### src/rtl/alarme_ctrl_if.sv
// Bundle of the keypad/time inputs and display/buzzer outputs of alarme_ctrl.
// The master side (keypad decoder + time base) drives keys and time; the
// slave side (alarme_ctrl) drives the edit buffer, armed flags and buzzer.
interface alarme_ctrl_if #(
  parameter int NUM_SLOTS = 4
);
  logic                 key_valid;
  logic [3:0]           key_code;
  logic                 tick_1hz;
  logic [23:0]          cur_time;
  logic [23:0]          edit_digits;
  logic                 editing;
  logic [2:0]           edit_pos;
  logic [1:0]           edit_slot;
  logic [NUM_SLOTS-1:0] alarm_armed;
  logic                 buzzer;
  logic [1:0]           ringing_slot;

  modport master (
    output key_valid, key_code, tick_1hz, cur_time,
    input  edit_digits, editing, edit_pos, edit_slot, alarm_armed, buzzer, ringing_slot
  );

  modport slave (
    input  key_valid, key_code, tick_1hz, cur_time,
    output edit_digits, editing, edit_pos, edit_slot, alarm_armed, buzzer, ringing_slot
  );
endinterface

### src/rtl/alarme_ctrl.sv
// Alarm controller: a keypad entry FSM edits a 6-digit BCD buffer and stores
// it into one of NUM_SLOTS alarm registers; a ring FSM compares armed slots
// with the running clock on each 1 Hz tick and drives the buzzer.
// Optional macro ALARME_SNOOZE_EN adds a SNOOZE state to the ring FSM.
module alarme_ctrl #(
  parameter int NUM_SLOTS    = 4,
  parameter int BUZZ_TICKS   = 60,
  parameter int SNOOZE_TICKS = 300
) (
  input logic          clk,
  input logic          rst,
  alarme_ctrl_if.slave bus
);
  // Counter is sized to hold whichever reload value is larger.
  localparam int CNT_MAX = (SNOOZE_TICKS > BUZZ_TICKS) ? SNOOZE_TICKS : BUZZ_TICKS;
  localparam int CNT_W   = $clog2(CNT_MAX + 1);

  typedef enum logic [1:0] {E_IDLE, E_SLOT, E_DIGIT, E_CONFIRM} entry_t;
`ifdef ALARME_SNOOZE_EN
  typedef enum logic [1:0] {R_QUIET, R_RING, R_SNOOZE} ring_t;
`else
  typedef enum logic [1:0] {R_QUIET, R_RING} ring_t;
`endif

  entry_t               entry_q, entry_d;
  ring_t                ring_q, ring_d;
  logic [1:0]           slot_q, slot_d;
  logic [2:0]           pos_q, pos_d;
  logic [23:0]          digits_q, digits_d;
  logic [1:0]           ring_slot_q, ring_slot_d;
  logic [CNT_W-1:0]     cnt_q, cnt_d;
  logic [23:0]          alarm_time_q [NUM_SLOTS];
  logic [NUM_SLOTS-1:0] armed_q;
  logic [NUM_SLOTS-1:0] hit;
  logic                 wr_en, disarm_en;
  logic                 match_any;
  logic [1:0]           match_idx;
  logic [3:0]           digit_lim;

  wire key_cancel = bus.key_valid && (bus.key_code == 4'd10);
  wire key_next   = bus.key_valid && (bus.key_code == 4'd11);
  wire key_set    = bus.key_valid && (bus.key_code == 4'd12);
  wire key_digit  = bus.key_valid && (bus.key_code <= 4'd9);

  // Per-slot storage and match detection; the match sees pre-write contents.
  for (genvar gi = 0; gi < NUM_SLOTS; gi++) begin : g_slot
    always_ff @(posedge clk or posedge rst) begin
      if (rst) begin
        alarm_time_q[gi] <= '0;
        armed_q[gi]      <= 1'b0;
      end else if (wr_en && (slot_q == 2'(gi))) begin
        alarm_time_q[gi] <= digits_q;
        armed_q[gi]      <= 1'b1;
      end else if (disarm_en && (slot_q == 2'(gi))) begin
        armed_q[gi]      <= 1'b0;
      end
    end
    assign hit[gi] = armed_q[gi] && (alarm_time_q[gi] == bus.cur_time);
  end

  // Lowest-index armed slot that matches wins.
  always_comb begin
    match_any = 1'b0;
    match_idx = 2'd0;
    for (int i = NUM_SLOTS - 1; i >= 0; i--) begin
      if (hit[i]) begin
        match_any = 1'b1;
        match_idx = 2'(i);
      end
    end
  end

  // Highest digit accepted at the current edit position (24h clock, BCD).
  always_comb begin
    digit_lim = 4'd9;
    case (pos_q)
      3'd0:    digit_lim = 4'd2;
      3'd1:    digit_lim = (digits_q[23:20] == 4'd2) ? 4'd3 : 4'd9;
      3'd2:    digit_lim = 4'd5;
      3'd4:    digit_lim = 4'd5;
      default: digit_lim = 4'd9;
    endcase
  end

  // Entry FSM next state: slot select, digit editing and confirm.
  always_comb begin
    entry_d   = entry_q;
    slot_d    = slot_q;
    pos_d     = pos_q;
    digits_d  = digits_q;
    wr_en     = 1'b0;
    disarm_en = 1'b0;
    case (entry_q)
      E_IDLE: begin
        if (key_set) entry_d = E_SLOT;
      end
      E_SLOT: begin
        if (key_next) begin
          slot_d = (slot_q == 2'(NUM_SLOTS - 1)) ? 2'd0 : slot_q + 2'd1;
        end else if (key_set) begin
          entry_d  = E_DIGIT;
          pos_d    = 3'd0;
          digits_d = alarm_time_q[slot_q];
        end else if (key_cancel) begin
          entry_d = E_IDLE;
        end
      end
      E_DIGIT: begin
        if ((key_digit && (bus.key_code <= digit_lim)) || key_next) begin
          if (key_digit) begin
            for (int p = 0; p < 6; p++) begin
              if (pos_q == 3'(p)) digits_d[23-4*p -: 4] = bus.key_code;
            end
            // Hour 2x only allows x <= 3; clamp a stale H0.
            if ((pos_q == 3'd0) && (bus.key_code == 4'd2) && (digits_q[19:16] > 4'd3))
              digits_d[19:16] = 4'd3;
          end
          if (pos_q == 3'd5) entry_d = E_CONFIRM;
          else               pos_d   = pos_q + 3'd1;
        end else if (key_cancel) begin
          entry_d = E_IDLE;
        end
      end
      E_CONFIRM: begin
        if (key_next) begin
          wr_en   = 1'b1;
          entry_d = E_IDLE;
        end else if (key_cancel) begin
          disarm_en = 1'b1;
          entry_d   = E_IDLE;
        end
      end
      default: entry_d = E_IDLE;
    endcase
    // Stopping a ring also abandons any entry without touching the slots.
    if ((ring_q == R_RING) && key_cancel) begin
      entry_d   = E_IDLE;
      wr_en     = 1'b0;
      disarm_en = 1'b0;
    end
  end

  // Ring FSM next state: trigger on tick, count down, stop on cancel.
  always_comb begin
    ring_d      = ring_q;
    ring_slot_d = ring_slot_q;
    cnt_d       = cnt_q;
    case (ring_q)
      R_QUIET: begin
        if (bus.tick_1hz && match_any) begin
          ring_d      = R_RING;
          ring_slot_d = match_idx;
          cnt_d       = CNT_W'(BUZZ_TICKS);
        end
      end
      R_RING: begin
        if (key_cancel) begin
          ring_d = R_QUIET;
`ifdef ALARME_SNOOZE_EN
        end else if (key_next) begin
          ring_d = R_SNOOZE;
          cnt_d  = CNT_W'(SNOOZE_TICKS);
`endif
        end else if (bus.tick_1hz) begin
          if (cnt_q <= CNT_W'(1)) begin
            ring_d = R_QUIET;
            cnt_d  = '0;
          end else begin
            cnt_d = cnt_q - CNT_W'(1);
          end
        end
      end
`ifdef ALARME_SNOOZE_EN
      R_SNOOZE: begin
        if (key_cancel || (disarm_en && (slot_q == ring_slot_q))) begin
          ring_d = R_QUIET;
        end else if (bus.tick_1hz) begin
          if (cnt_q <= CNT_W'(1)) begin
            ring_d = R_RING;
            cnt_d  = CNT_W'(BUZZ_TICKS);
          end else begin
            cnt_d = cnt_q - CNT_W'(1);
          end
        end
      end
`endif
      default: ring_d = R_QUIET;
    endcase
  end

  // State and edit-buffer registers.
  always_ff @(posedge clk or posedge rst) begin
    if (rst) begin
      entry_q     <= E_IDLE;
      ring_q      <= R_QUIET;
      slot_q      <= 2'd0;
      pos_q       <= 3'd0;
      digits_q    <= 24'd0;
      ring_slot_q <= 2'd0;
      cnt_q       <= '0;
    end else begin
      entry_q     <= entry_d;
      ring_q      <= ring_d;
      slot_q      <= slot_d;
      pos_q       <= pos_d;
      digits_q    <= digits_d;
      ring_slot_q <= ring_slot_d;
      cnt_q       <= cnt_d;
    end
  end

  assign bus.edit_digits  = digits_q;
  assign bus.editing      = (entry_q != E_IDLE);
  assign bus.edit_pos     = pos_q;
  assign bus.edit_slot    = slot_q;
  assign bus.alarm_armed  = armed_q;
  assign bus.buzzer       = (ring_q == R_RING);
  assign bus.ringing_slot = ring_slot_q;
endmodule

### src/flat_wrapper.sv
// flat-port wrapper written by rule: the top's interface ports become plain ports
module alarme_ctrl_flat 
#(
  parameter int NUM_SLOTS    = 4,
  parameter int BUZZ_TICKS   = 60,
  parameter int SNOOZE_TICKS = 300
)
  (clk, rst, bus_key_valid, bus_key_code, bus_tick_1hz, bus_cur_time, bus_edit_digits, bus_editing, bus_edit_pos, bus_edit_slot, bus_alarm_armed, bus_buzzer, bus_ringing_slot);
  alarme_ctrl_if #(.NUM_SLOTS(NUM_SLOTS)) bus_i ();
  input logic clk;
  input logic rst;
  input wire logic [$bits(bus_i.key_valid)-1:0] bus_key_valid;
  input wire logic [$bits(bus_i.key_code)-1:0] bus_key_code;
  input wire logic [$bits(bus_i.tick_1hz)-1:0] bus_tick_1hz;
  input wire logic [$bits(bus_i.cur_time)-1:0] bus_cur_time;
  output wire logic [$bits(bus_i.edit_digits)-1:0] bus_edit_digits;
  output wire logic [$bits(bus_i.editing)-1:0] bus_editing;
  output wire logic [$bits(bus_i.edit_pos)-1:0] bus_edit_pos;
  output wire logic [$bits(bus_i.edit_slot)-1:0] bus_edit_slot;
  output wire logic [$bits(bus_i.alarm_armed)-1:0] bus_alarm_armed;
  output wire logic [$bits(bus_i.buzzer)-1:0] bus_buzzer;
  output wire logic [$bits(bus_i.ringing_slot)-1:0] bus_ringing_slot;
  assign bus_i.key_valid = bus_key_valid;
  assign bus_i.key_code = bus_key_code;
  assign bus_i.tick_1hz = bus_tick_1hz;
  assign bus_i.cur_time = bus_cur_time;
  assign bus_edit_digits = bus_i.edit_digits;
  assign bus_editing = bus_i.editing;
  assign bus_edit_pos = bus_i.edit_pos;
  assign bus_edit_slot = bus_i.edit_slot;
  assign bus_alarm_armed = bus_i.alarm_armed;
  assign bus_buzzer = bus_i.buzzer;
  assign bus_ringing_slot = bus_i.ringing_slot;
  alarme_ctrl #(.NUM_SLOTS(NUM_SLOTS), .BUZZ_TICKS(BUZZ_TICKS), .SNOOZE_TICKS(SNOOZE_TICKS)) u_core (.clk(clk), .rst(rst), .bus(bus_i));
endmodule
### config.mk
export PLATFORM = sky130hd
export DESIGN_NAME = alarme_ctrl_flat
export DESIGN_NICKNAME = d
export VERILOG_FILES = /design/src/rtl/alarme_ctrl_if.sv /design/src/rtl/alarme_ctrl.sv /design/src/flat_wrapper.sv
export SDC_FILE = /design/constraint.sdc
export NUM_CORES = 1
export LEC_CHECK = 0
export ABC_AREA = 1
export BUFFER_PORTS_ARGS = -buffer_cell sky130_fd_sc_hd__buf_4
export CAP_MARGIN = 0
export CORE_MARGIN = 2
export CORE_UTILIZATION = 35
export DETAILED_ROUTE_END_ITERATION = 12
export GPL_ROUTABILITY_DRIVEN = 0
export GPL_TIMING_DRIVEN = 0
export PLACE_DENSITY_LB_ADDON = 0.15
export SLEW_MARGIN = 20
export SYNTH_ARGS = -nofsm -noshare
export SYNTH_HDL_FRONTEND = slang
export SYNTH_SLANG_ARGS = --single-unit
### constraint.sdc
create_clock -name clk -period 6.4 [get_ports clk]
set_input_delay 0.32 -clock clk [delete_from_list [all_inputs] [get_ports clk]]
set_output_delay 0.32 -clock clk [all_outputs]
set_load 0.02 [all_outputs]
==> results of run 1 <==
-- layout make-up --
type | instances | area [sq um]
plain buffers | 47 | 263
clock buffers | 19 | 443
clock inverters | 13 | 163
fillers | 2915 | 15800
inverters | 204 | 776
multi-input cells | 1082 | 5090
flip-flops and latches | 143 | 3580
well taps | 372 | 465
repair buffers | 64 | 503
-- layer usage --
layer	vias up	track usage (%)	wire (microns)
met4	0	13.1	1780
met3	85	5.26	3400
met2	489	40.3	16200
met5	-	0	0
met1	4712	39.4	17500
li1	4816	-	-
-- critical path: stages, from the launching register on --
cell,delay (ns)
dfrtp_1,0.42
inv_1,0.11
ha_1,0.17
inv_1,0.06
nor2_1,0.32
nand4_1,0.31
nand2_1,0.14
inv_1,0.05
ha_1,0.28
a21oi_1,0.15
o21ai_0,0.08
o21ai_0,0.08
nand2_1,0.08
nand2_2,0.11
nand2_2,0.08
o21ai_2,0.09
buf_2,0.35
nand3_1,0.19
nand2_1,0.11
-- path summary, 6_finish.rpt --
| check | from | end | slack, ns |
|---|---|---|---|
| setup / recovery | u_core.bus.edit_pos[1] | u_core.bus.edit_digits[7] | 3.15 |
| hold / removal | bus_tick_1hz | u_core.ring_q[0] | 0.28 |
| setup reg to reg | u_core.bus.edit_pos[1] | u_core.bus.edit_digits[7] | 3.15 |
| hold reg to reg | u_core.cnt_q[1] | u_core.cnt_q[1] | 0.47 |
| max in group asynchronous | rst | u_core.alarm_time_q[64] | 5.18 |
| min in group asynchronous | rst | u_core.bus.edit_digits[3] | 0.44 |
-- kinds of logic (layout without fill, tap and decap cells) --
kind of cell             Yosys count  count (layout)  synth area share, %
AO/OA/AOI/OAI                    243             243                 13.7
buffers and inverters            251             347                 10.6
AND/OR/NAND/NOR                  791             791                 33.7
XOR/XNOR                          28              28                 2.53
adder cells (fa/ha/maj)           20              20                 2.58
flip-flops                       143             143                 36.9
-- cells in the mapped netlist, drive strengths merged (3+ instances only) --
cell type and n:
nand2 556, inv 203, o21ai 195, dfrtp 143, nor2 131, nand3 62, nand4 31, clkbuf 25
buf 22, a21oi 20, ha 20, xnor2 20, a211oi 19, xor2 8, nand3b 4, nor3 4
a31oi 3
-- stage by stage --
step | hold WS (ns) | instances | worst slack [ns]
2_1_floorplan | 0.442 | 1476 | 2.24
6_report | 0.276 | 1944 | 3.15
5_1_grt | 0.360 | 1944 | 2.95
4_1_cts | 0.277 | 1944 | 3.26
3_5_place_dp | 0.395 | 1911 | 3.29
3_3_place_gp | 0.458 | 1910 | 0.382
-- state kept, by name, indices dropped and copies added, names as in the netlist --
signal / count
u_core.entry_q: 2
u_core.bus.ringing_slot: 2
u_core.ring_q: 1
u_core.bus.edit_digits: 24
u_core.cnt_q: 9
u_core.alarm_time_q: 96
u_core.bus.alarm_armed: 4
u_core.bus.edit_slot: 2
u_core.bus.edit_pos: 3
-- timing repair --
item | in CTS | in global routing
hold buffers | 1 | 0
gates resized for setup | 0 | 0
endpoints found under the hold margin | 69 | 0
-- report_power, final --
part	internal (mW)	total [mW]	switching, mW
sequential	0.967	1.04	0.0725
combinational	0.329	1.18	0.851
clock	0.625	1.06	0.430
==> summary.txt, run 1 <==
Worst setup path
  • CP Capture Type: flip-flop
  • WP data required: 6.77 ns
  • Startpoint Class: flip-flop
  • Kind of critical path: reg -> reg
  • CP max FO: 10
  • Critical path arrival: 3.62 ns
  • R2R depth: 18

Detailed routing
  • Routed len/inst: 20.0 microns
  • Final wirelength: 38.9 mm
  • DRC: 0
  • DRT antenna net count: 0
  • 1st-iter DRT viols: 1,256
  • Vias: 10.1k
  • Pre-antenna DRT Iters: 6
  • Vias per std cell: 5.20

Power
  • Final Total Pwr: 3.27 mW
  • PwrDens: 290 nW/um^2
  • VDD IR max: 0.000142 V
  • Pleak: 5.42 nW

Clocking
  • CTS tree: yes
  • Root Driver: clkbuf_16
  • Clock Path Buffers: 2
  • Worst skew pair latency: 0.44 ns
  • Sink Count: 143
  • Clock-pin slew on the worst setup and hold paths: 0.07 ns
  • # Post-CTS Setup Buffers: 0
  • Num CTS Buffers: 17
  • CTS H-tree depth: 4

Floorplan
  • Initial Util: 35.8%
  • Die Footprint: 29,100 sq um
  • Core Region: 27,100 sq um
  • # IOs: 69
  • Die width: 170 microns
  • Num rows: 60
  • Die Y: 170 microns

Logic synthesis
  • Syn_nets: 1,528
  • Synth warnings: 0
  • Synth area leaders: dfrtp_1, nand2_1, o21ai_0
  • Mapped Cells: 1,476
  • Primary FF master, synth: dfrtp_1
  • Library cells used by synthesis: 43
  • Flip-flop and latch count after synthesis: 143
  • EDFF count, synth: 0
  • Ys async rst share: 100%
  • Share of the synthesized area in the top cell type: 36.9%
  • Mean post-synth cell area: 6.57 sq um
  • Yosys top cell by area: dfrtp_1
  • Share of the yosys chip area belonging to registers: 36.9%
  • Post-synthesis cell area: 9700 sq um

Timing
  • Minimum clock period: 3.25 ns
  • Endpoints failing setup: 0
  • Final TNS setup: 0 ns
  • Unrepaired setup endpoints after global routing: false
  • Clock Skew: 0.0123 ns
  • Max Clock Freq: 308 MHz
  • Worst Max-Slew Pin Slew: 0.963 ns
  • Final Max Slew Viols: 0
  • Tcrit/Tclk final: 50.8%
  • Slew margin rel.: 35.8%
  • Final Hold Viols: 0

Placed design
  • DPL Wire Length: 30.1 mm
  • I/O Buffers: 62
  • Area after DPL: 10,700 sq um

Layout
  • Diodes inserted: 0
  • Area Growth Syn to Fin: 16.3%
  • Nets: 1,611
  • Commonest non-fill, non-tap cell in the layout: nand2_1
  • Finished Cell Area: 11,300 sq um
  • Util after Layout: 41.6%
  • Most frequent cells in the layout: nand2_1, inv_1, o21ai_0, dfrtp_1, nor2_1
  • Fraction of layout cells with a size suffix above 1: 10.4%

Global routing
  • Vias in the first global route: 9,537
  • Antenna violations before repair: 0
  • First-pass GRT wire length: 58.9 mm
  • Total GRT Usage: 27.7%
  • Total grt overflow: 0
  • Largest net degree at the start of global routing: 75

Hold path
  • Worst Hold Depth: 4
  • Hold Path Class: in -> reg

Run
  • Max-Cap Viols: 0

Run status
  • Status: complete, no violations
Power figures use the tool's default switching activity.
==> run 2: changes to the inputs <==
clock period = 2.9 ns   (was 6.4 ns; I/O delays follow)
==> run 2 against run 1 <==
Non-clock buffer count is 8 higher. Largest power group unchanged. Critical path type unchanged. Wire length barely moved. Sequential cell count did not move.
==> summary.txt, run 2 (same netlist as run 1, synthesis figures left out) <==
Run status
  • Status: complete, no violations (unchanged)

Worst setup path
  • Critical path arrival: 3.19 ns (was 3.62 ns)
  • Kind of critical path: reg -> reg (unchanged)
  • WP data required: 3.26 ns (was 6.77 ns)
  • CP Capture Type: flip-flop (unchanged)
  • CP max FO: 11 (was 10)
  • Startpoint Class: flip-flop (unchanged)

Floorplan
  • Core Region: 27,100 sq um (unchanged)
  • Die Footprint: 29,100 sq um (unchanged)
  • Die width: 170 microns (unchanged)
  • Num rows: 60 (unchanged)
  • Die Y: 170 microns (unchanged)
  • # IOs: 69 (unchanged)
  • Initial Util: 35.8% (unchanged)

Global routing
  • Vias in the first global route: 9,560 (was 9,537)
  • First-pass GRT wire length: 58.1 mm (was 58.9 mm)
  • Total grt overflow: 0 (unchanged)
  • Antenna violations before repair: 0 (unchanged)
  • Largest net degree at the start of global routing: 35 (was 75)
  • Total GRT Usage: 27.4% (was 27.7%)

Detailed routing
  • Vias: 10.1k (about the same)
  • 1st-iter DRT viols: 1,120 (was 1,256)
  • Pre-antenna DRT Iters: 7 (was 6)
  • Routed len/inst: 19.9 microns (was 20.0 microns)
  • Final wirelength: 38.9 mm (about the same)
  • DRT antenna net count: 0 (unchanged)
  • DRC: 0 (unchanged)
  • Vias per std cell: 5.15 (was 5.20)

Hold path
  • Hold Path Class: in -> reg (unchanged)

Layout
  • Diodes inserted: 0 (unchanged)
  • Seq. cell area: 3580 sq um (about the same)
  • Util after Layout: 42.3% (was 41.6%)
  • Filler instances: 2,853 (was 2,915)
  • Max FFs per register: 96 (unchanged)
  • Finished Cell Area: 11,500 sq um (was 11,300 sq um)
  • Nets: 1,619 (was 1,611)
  • Most frequent cells in the layout: nand2_1, inv_1, o21ai_0, dfrtp_1, nor2_1 (unchanged)
  • Area of the multi-input gates: 5140 sq um (was 5090 sq um)
  • Commonest non-fill, non-tap cell in the layout: nand2_1 (unchanged)
  • Fraction of layout cells with a size suffix above 1: 12.0% (was 10.4%)
  • Final cell count without fillers: 1,952 (was 1,944)
  • Register with the most flip-flops: u_core.alarm_time_q (unchanged)
  • Area Growth Syn to Fin: 18.0% (was 16.3%)

Timing
  • Clock Skew: 0.0125 ns (was 0.0123 ns)
  • Max Clock Freq: 353 MHz (was 308 MHz)
  • Slew margin rel.: 39.5% (was 35.8%)
  • Final Max Slew Viols: 0 (unchanged)
  • Tcrit/Tclk final: 97.7% (was 50.8%)
  • PnR worst setup slack: 0.0675 ns (was 3.15 ns)
  • Endpoints failing setup: 0 (unchanged)
  • Worst Max-Slew Pin Slew: 0.907 ns (was 0.963 ns)
  • Unrepaired setup endpoints after global routing: false (unchanged)
  • Final Hold Viols: 0 (unchanged)
  • Minimum clock period: 2.83 ns (was 3.25 ns)

Placed design
  • Worst setup slack after placement: -0.0827 ns (was 3.29 ns)
  • DPL Wire Length: 30.4 mm (was 30.1 mm)
  • Area after DPL: 10,700 sq um (about the same)
  • I/O Buffers: 62 (unchanged)
  • Placed Cells: 1,914 (was 1,911)

Power
  • Final Total Pwr: 7.34 mW (was 3.27 mW)
  • Cell internal pwr: 4.23 mW (was 1.92 mW)
  • Gate power share: 36.9% (was 36.0%)
  • PwrDens: 641 nW/um^2 (was 290 nW/um^2)
  • Share of power burned in registers: 31.3% (was 31.7%)
  • Pleak: 5.48 nW (was 5.42 nW)
  • VDD IR max: 0.000347 V (was 0.000142 V)
  • P_sw: 3.11 mW (was 1.35 mW)
  • Power share of the clock group: 31.8% (was 32.2%)
  • Switching Fraction: 42.4% (was 41.3%)

Clocking
  • CTS H-tree depth: 4 (unchanged)
  • Clock Path Buffers: 2 (unchanged)
  • Sink Count: 143 (unchanged)
  • Worst skew pair latency: 0.44 ns (about the same)
  • Num CTS Buffers: 17 (unchanged)
  • Root Driver: clkbuf_16 (unchanged)
  • CTS tree: yes (unchanged)
  • Clock-pin slew on the worst setup and hold paths: 0.07 ns (about the same)

Run
  • Max-Cap Viols: 0 (unchanged)
## run 2: layout make-up
class	count	share of cell area (%)
buffer	47	2.58
clock buffer	17	3.72
clock inverter	15	1.53
inverter	204	6.74
multi-input combinational	1082	44.9
sequential	143	31.3
tap	372	4.06
timing repair buffer	72	5.21
## run 2: worst max-delay path, cell delays in order (launching register included)
cell and delay, ns:
dfrtp_1 0.69, clkinv_1 0.49, clkbuf_1 0.51, ha_1 0.38
nand3_2 0.13, buf_4 0.21, buf_6 0.18, nand2_1 0.06
o21ai_1 0.07
## run 2: stage by stage
stage               hold slack, ns  setup TNS, ns
finish                       0.103              0
global route                 0.149              0
CTS                          0.100              0
detailed placement           0.223         -0.739
global placement             0.458         -13.05
floorplan                    0.403              0
## run 2: path summary, 6_finish.rpt
kind / startpoint / endpoint / slack (ns) / cells past startpoint
worst min register to register: u_core.cnt_q[1] / u_core.cnt_q[1] / 0.47 / 2
worst max register to register: u_core.bus.edit_slot[1] / u_core.alarm_time_q[51] / 0.07 / 8
worst max-delay path: u_core.bus.edit_slot[1] / u_core.alarm_time_q[51] / 0.07 / 8
max in group asynchronous: rst / u_core.alarm_time_q[92] / 1.81 / 5
min in group asynchronous: rst / u_core.alarm_time_q[56] / 0.30 / 3
worst min-delay path: bus_tick_1hz / u_core.ring_q[0] / 0.10 / 4
## run 2: per-layer routing
metal / up-vias / routed length [microns] / GRT usage (%)
li1: 4821 / - / -
met1: 4709 / 17500 / 38.2
met2: 450 / 16300 / 41.5
met3: 80 / 3620 / 6.28
met4: 0 / 1430 / 9.74
met5: - / 0 / 0
## run 2: what timing repair did
| item | CTS | global route |
|---|---|---|
| pin swaps | 0 | 4 |
| resized for setup | 7 | 24 |
| endpoints found under the hold margin | 19 | 0 |
| cloned | 0 | 1 |
| hold buffers | 1 | 0 |
| setup buffers | 0 | 4 |
| setup endpoints to repair | 50 | 44 |
## run 2: power groups by stage
stage                     Clock [mW]  Combinational (mW)  Sequential (mW)
final                           2.33                2.71             2.30
after global routing            2.43                2.91             2.31
after CTS                       2.35                2.54             2.30
after detailed placement           0                2.52             2.33
after global placement             0                2.50             2.33
after floorplan                    0                1.36             2.43
==> run 3: changes to the inputs <==
RECOVER_POWER = 25   (was not set)
==> run 3 against run 2 <==
Sequential share of layout area increased by 0.068 points. Sequential cell count unchanged. Clock power hardly changed. Setup slack better by 0.0089 ns. Fmax up 0.32%. Utilization fell by 0.092 points. Sequential power about the same.
==> summary.txt, run 3 (same netlist as run 1, synthesis figures left out) <==
Worst setup path
  • CP Capture Type: flip-flop (unchanged)
  • Slowest cell on the critical path: dfrtp_1 (unchanged)
  • Crit-path leading delay family: buffers and inverters (unchanged)
  • Kind of critical path: reg -> reg (unchanged)
  • Worst path max stage delay: 0.70 ns (was 0.69 ns)
  • Buf/Inv on CP: 4 (unchanged)
  • WP data required: 3.27 ns (was 3.26 ns)
  • Critical-path cell list: clkinv_1 -> clkbuf_1 -> ha_1 -> nand3_2 -> buf_4 -> buf_6 -> nand2_1 -> o21ai_1 (unchanged)
  • Critical path arrival: 3.19 ns (about the same)
  • Startpoint Class: flip-flop (unchanged)
  • CP max FO: 11 (unchanged)

Layout
  • Area of the multi-input gates: 5140 sq um (unchanged)
  • Nets: 1,619 (unchanged)
  • Max FFs per register: 96 (unchanged)
  • Most frequent cells in the layout: nand2_1, inv_1, o21ai_0, dfrtp_1, nor2_1 (unchanged)
  • Commonest non-fill, non-tap cell in the layout: nand2_1 (unchanged)
  • Finished Cell Area: 11,400 sq um (was 11,500 sq um)
  • Filler instances: 2,860 (was 2,853)
  • Area Growth Syn to Fin: 17.8% (was 18.0%)
  • Fraction of layout cells with a size suffix above 1: 11.7% (was 12.0%)
  • Register with the most flip-flops: u_core.alarm_time_q (unchanged)
  • Diodes inserted: 0 (unchanged)
  • Seq. cell area: 3580 sq um (unchanged)
  • Final cell count without fillers: 1,952 (unchanged)

Timing
  • Minimum clock period: 2.82 ns (was 2.83 ns)
  • Endpoints failing setup: 0 (unchanged)
  • Max Clock Freq: 354 MHz (was 353 MHz)
  • Final TNS setup: 0 ns (unchanged)
  • Clock Skew: 0.0129 ns (was 0.0125 ns)
  • Tcrit/Tclk final: 97.4% (was 97.7%)
  • Final Hold Viols: 0 (unchanged)
  • Slew margin rel.: 2.46% (was 39.5%)
  • Worst Max-Slew Pin Slew: 1.46 ns (was 0.907 ns)
  • Unrepaired setup endpoints after global routing: false (unchanged)
  • Final Max Slew Viols: 0 (unchanged)

Floorplan
  • Core Region: 27,100 sq um (unchanged)
  • Die width: 170 microns (unchanged)
  • Num rows: 60 (unchanged)
  • Initial Util: 35.8% (unchanged)
  • # IOs: 69 (unchanged)
  • Die Footprint: 29,100 sq um (unchanged)
  • Die Y: 170 microns (unchanged)

Placed design
  • Placed Cells: 1,914 (unchanged)
  • Area after DPL: 10,700 sq um (unchanged)
  • I/O Buffers: 62 (unchanged)
  • DPL Wire Length: 30.4 mm (unchanged)

Power
  • Switching Fraction: 42.2% (was 42.4%)
  • Pleak: 5.48 nW (about the same)
  • Gate power share: 36.9% (about the same)
  • Share of power burned in registers: 31.4% (was 31.3%)
  • Power share of the clock group: 31.7% (was 31.8%)
  • P_sw: 3.09 mW (was 3.11 mW)
  • Cell internal pwr: 4.23 mW (about the same)
  • VDD IR max: 0.000345 V (was 0.000347 V)
  • PwrDens: 641 nW/um^2 (about the same)

Detailed routing
  • Vias per std cell: 5.13 (was 5.15)
  • Final wirelength: 38.8 mm (was 38.9 mm)
  • DRT antenna net count: 0 (unchanged)
  • DRC: 0 (unchanged)
  • 1st-iter DRT viols: 1,151 (was 1,120)
  • Pre-antenna DRT Iters: 5 (was 7)
  • Vias: 10.0k (was 10.1k)
  • Routed len/inst: 19.9 microns (about the same)

Global routing
  • Largest net degree at the start of global routing: 35 (unchanged)
  • Total GRT Usage: 27.4% (unchanged)
  • Total grt overflow: 0 (unchanged)
  • First-pass GRT wire length: 58.1 mm (unchanged)
  • Vias in the first global route: 9,560 (unchanged)
  • Antenna violations before repair: 0 (unchanged)

Clocking
  • Sink Count: 143 (unchanged)
  • Clock-pin slew on the worst setup and hold paths: 0.07 ns (about the same)
  • Num CTS Buffers: 17 (unchanged)
  • Worst skew pair latency: 0.44 ns (about the same)
  • CTS H-tree depth: 4 (unchanged)
  • Root Driver: clkbuf_16 (unchanged)
  • Clock Path Buffers: 2 (unchanged)
  • CTS tree: yes (unchanged)

Hold path
  • Hold Path Class: in -> reg (unchanged)

Run
  • Max-Cap Viols: 0 (unchanged)

Run status
  • Status: complete, no violations (unchanged)
-- run 3: path summary, 6_finish.rpt --
kind	start	endpoint	slack [ns]	cells past startpoint
hold reg to reg	u_core.cnt_q[1]	u_core.cnt_q[1]	0.47	2
min in group asynchronous	rst	u_core.alarm_time_q[56]	0.41	3
setup reg to reg	u_core.bus.edit_slot[1]	u_core.alarm_time_q[50]	0.08	8
hold / removal	bus_tick_1hz	u_core.ring_q[0]	0.10	4
max in group asynchronous	rst	u_core.bus.edit_pos[0]	0.47	4
setup / recovery	u_core.bus.edit_slot[1]	u_core.alarm_time_q[50]	0.08	8
-- run 3: power groups by stage --
stage / Sequential [mW] / Combinational (mW) / Clock, mW
after floorplan: 2.43 / 1.36 / 0
after global placement: 2.33 / 2.50 / 0
after detailed placement: 2.33 / 2.52 / 0
after CTS: 2.30 / 2.54 / 2.35
after global routing: 2.31 / 2.91 / 2.43
final: 2.30 / 2.70 / 2.32
-- run 3: through the flow --
| step | utilization (%) | power (mW) | hold WS [ns] | worst slack (ns) |
|---|---|---|---|---|
| global route | 42.2 | 7.65 | 0.149 | 0.000683 |
| global placement | 39.2 | 4.83 | 0.458 | -0.105 |
| finish | 42.2 | 7.32 | 0.101 | 0.0764 |
| CTS | 41.8 | 7.19 | 0.100 | 0.0285 |
| detailed placement | 39.5 | 4.86 | 0.223 | -0.0827 |
| floorplan | - | 3.79 | 0.403 | 0.473 |
-- run 3: metal layers --
metal  track usage, %  wire, microns
met2             41.5          16300
met5                0              0
met4             9.74           1420
met3             6.28           3690
met1             38.2          17400
-- run 3: what timing repair did --
| item | 4_1_cts | 5_1_grt |
|---|---|---|
| gates resized for setup | 7 | 24 |
| gates cloned | 0 | 1 |
| setup endpoints to repair | 50 | 44 |
| pin swaps | 0 | 4 |
| buffers inserted | 0 | 4 |
| hold endpoints to repair | 19 | 0 |
| hold buffers | 1 | 0 |
-- run 3: tightest hold or removal path: stages --
cell,delay [ns]
buf_4,0.09
inv_1,0.04
o21ai_0,0.15
o21ai_0,0.08
-- run 3: area by class of cell --
class                   count  share of cell area [%]
clock inverters            15                    1.53
well taps                 372                    4.07
plain buffers              47                    2.58
multi-input cells        1082                    45.0
clock buffers              17                    3.72
flip-flops and latches    143                    31.3
inverters                 204                    6.73
repair buffers             72                    5.03
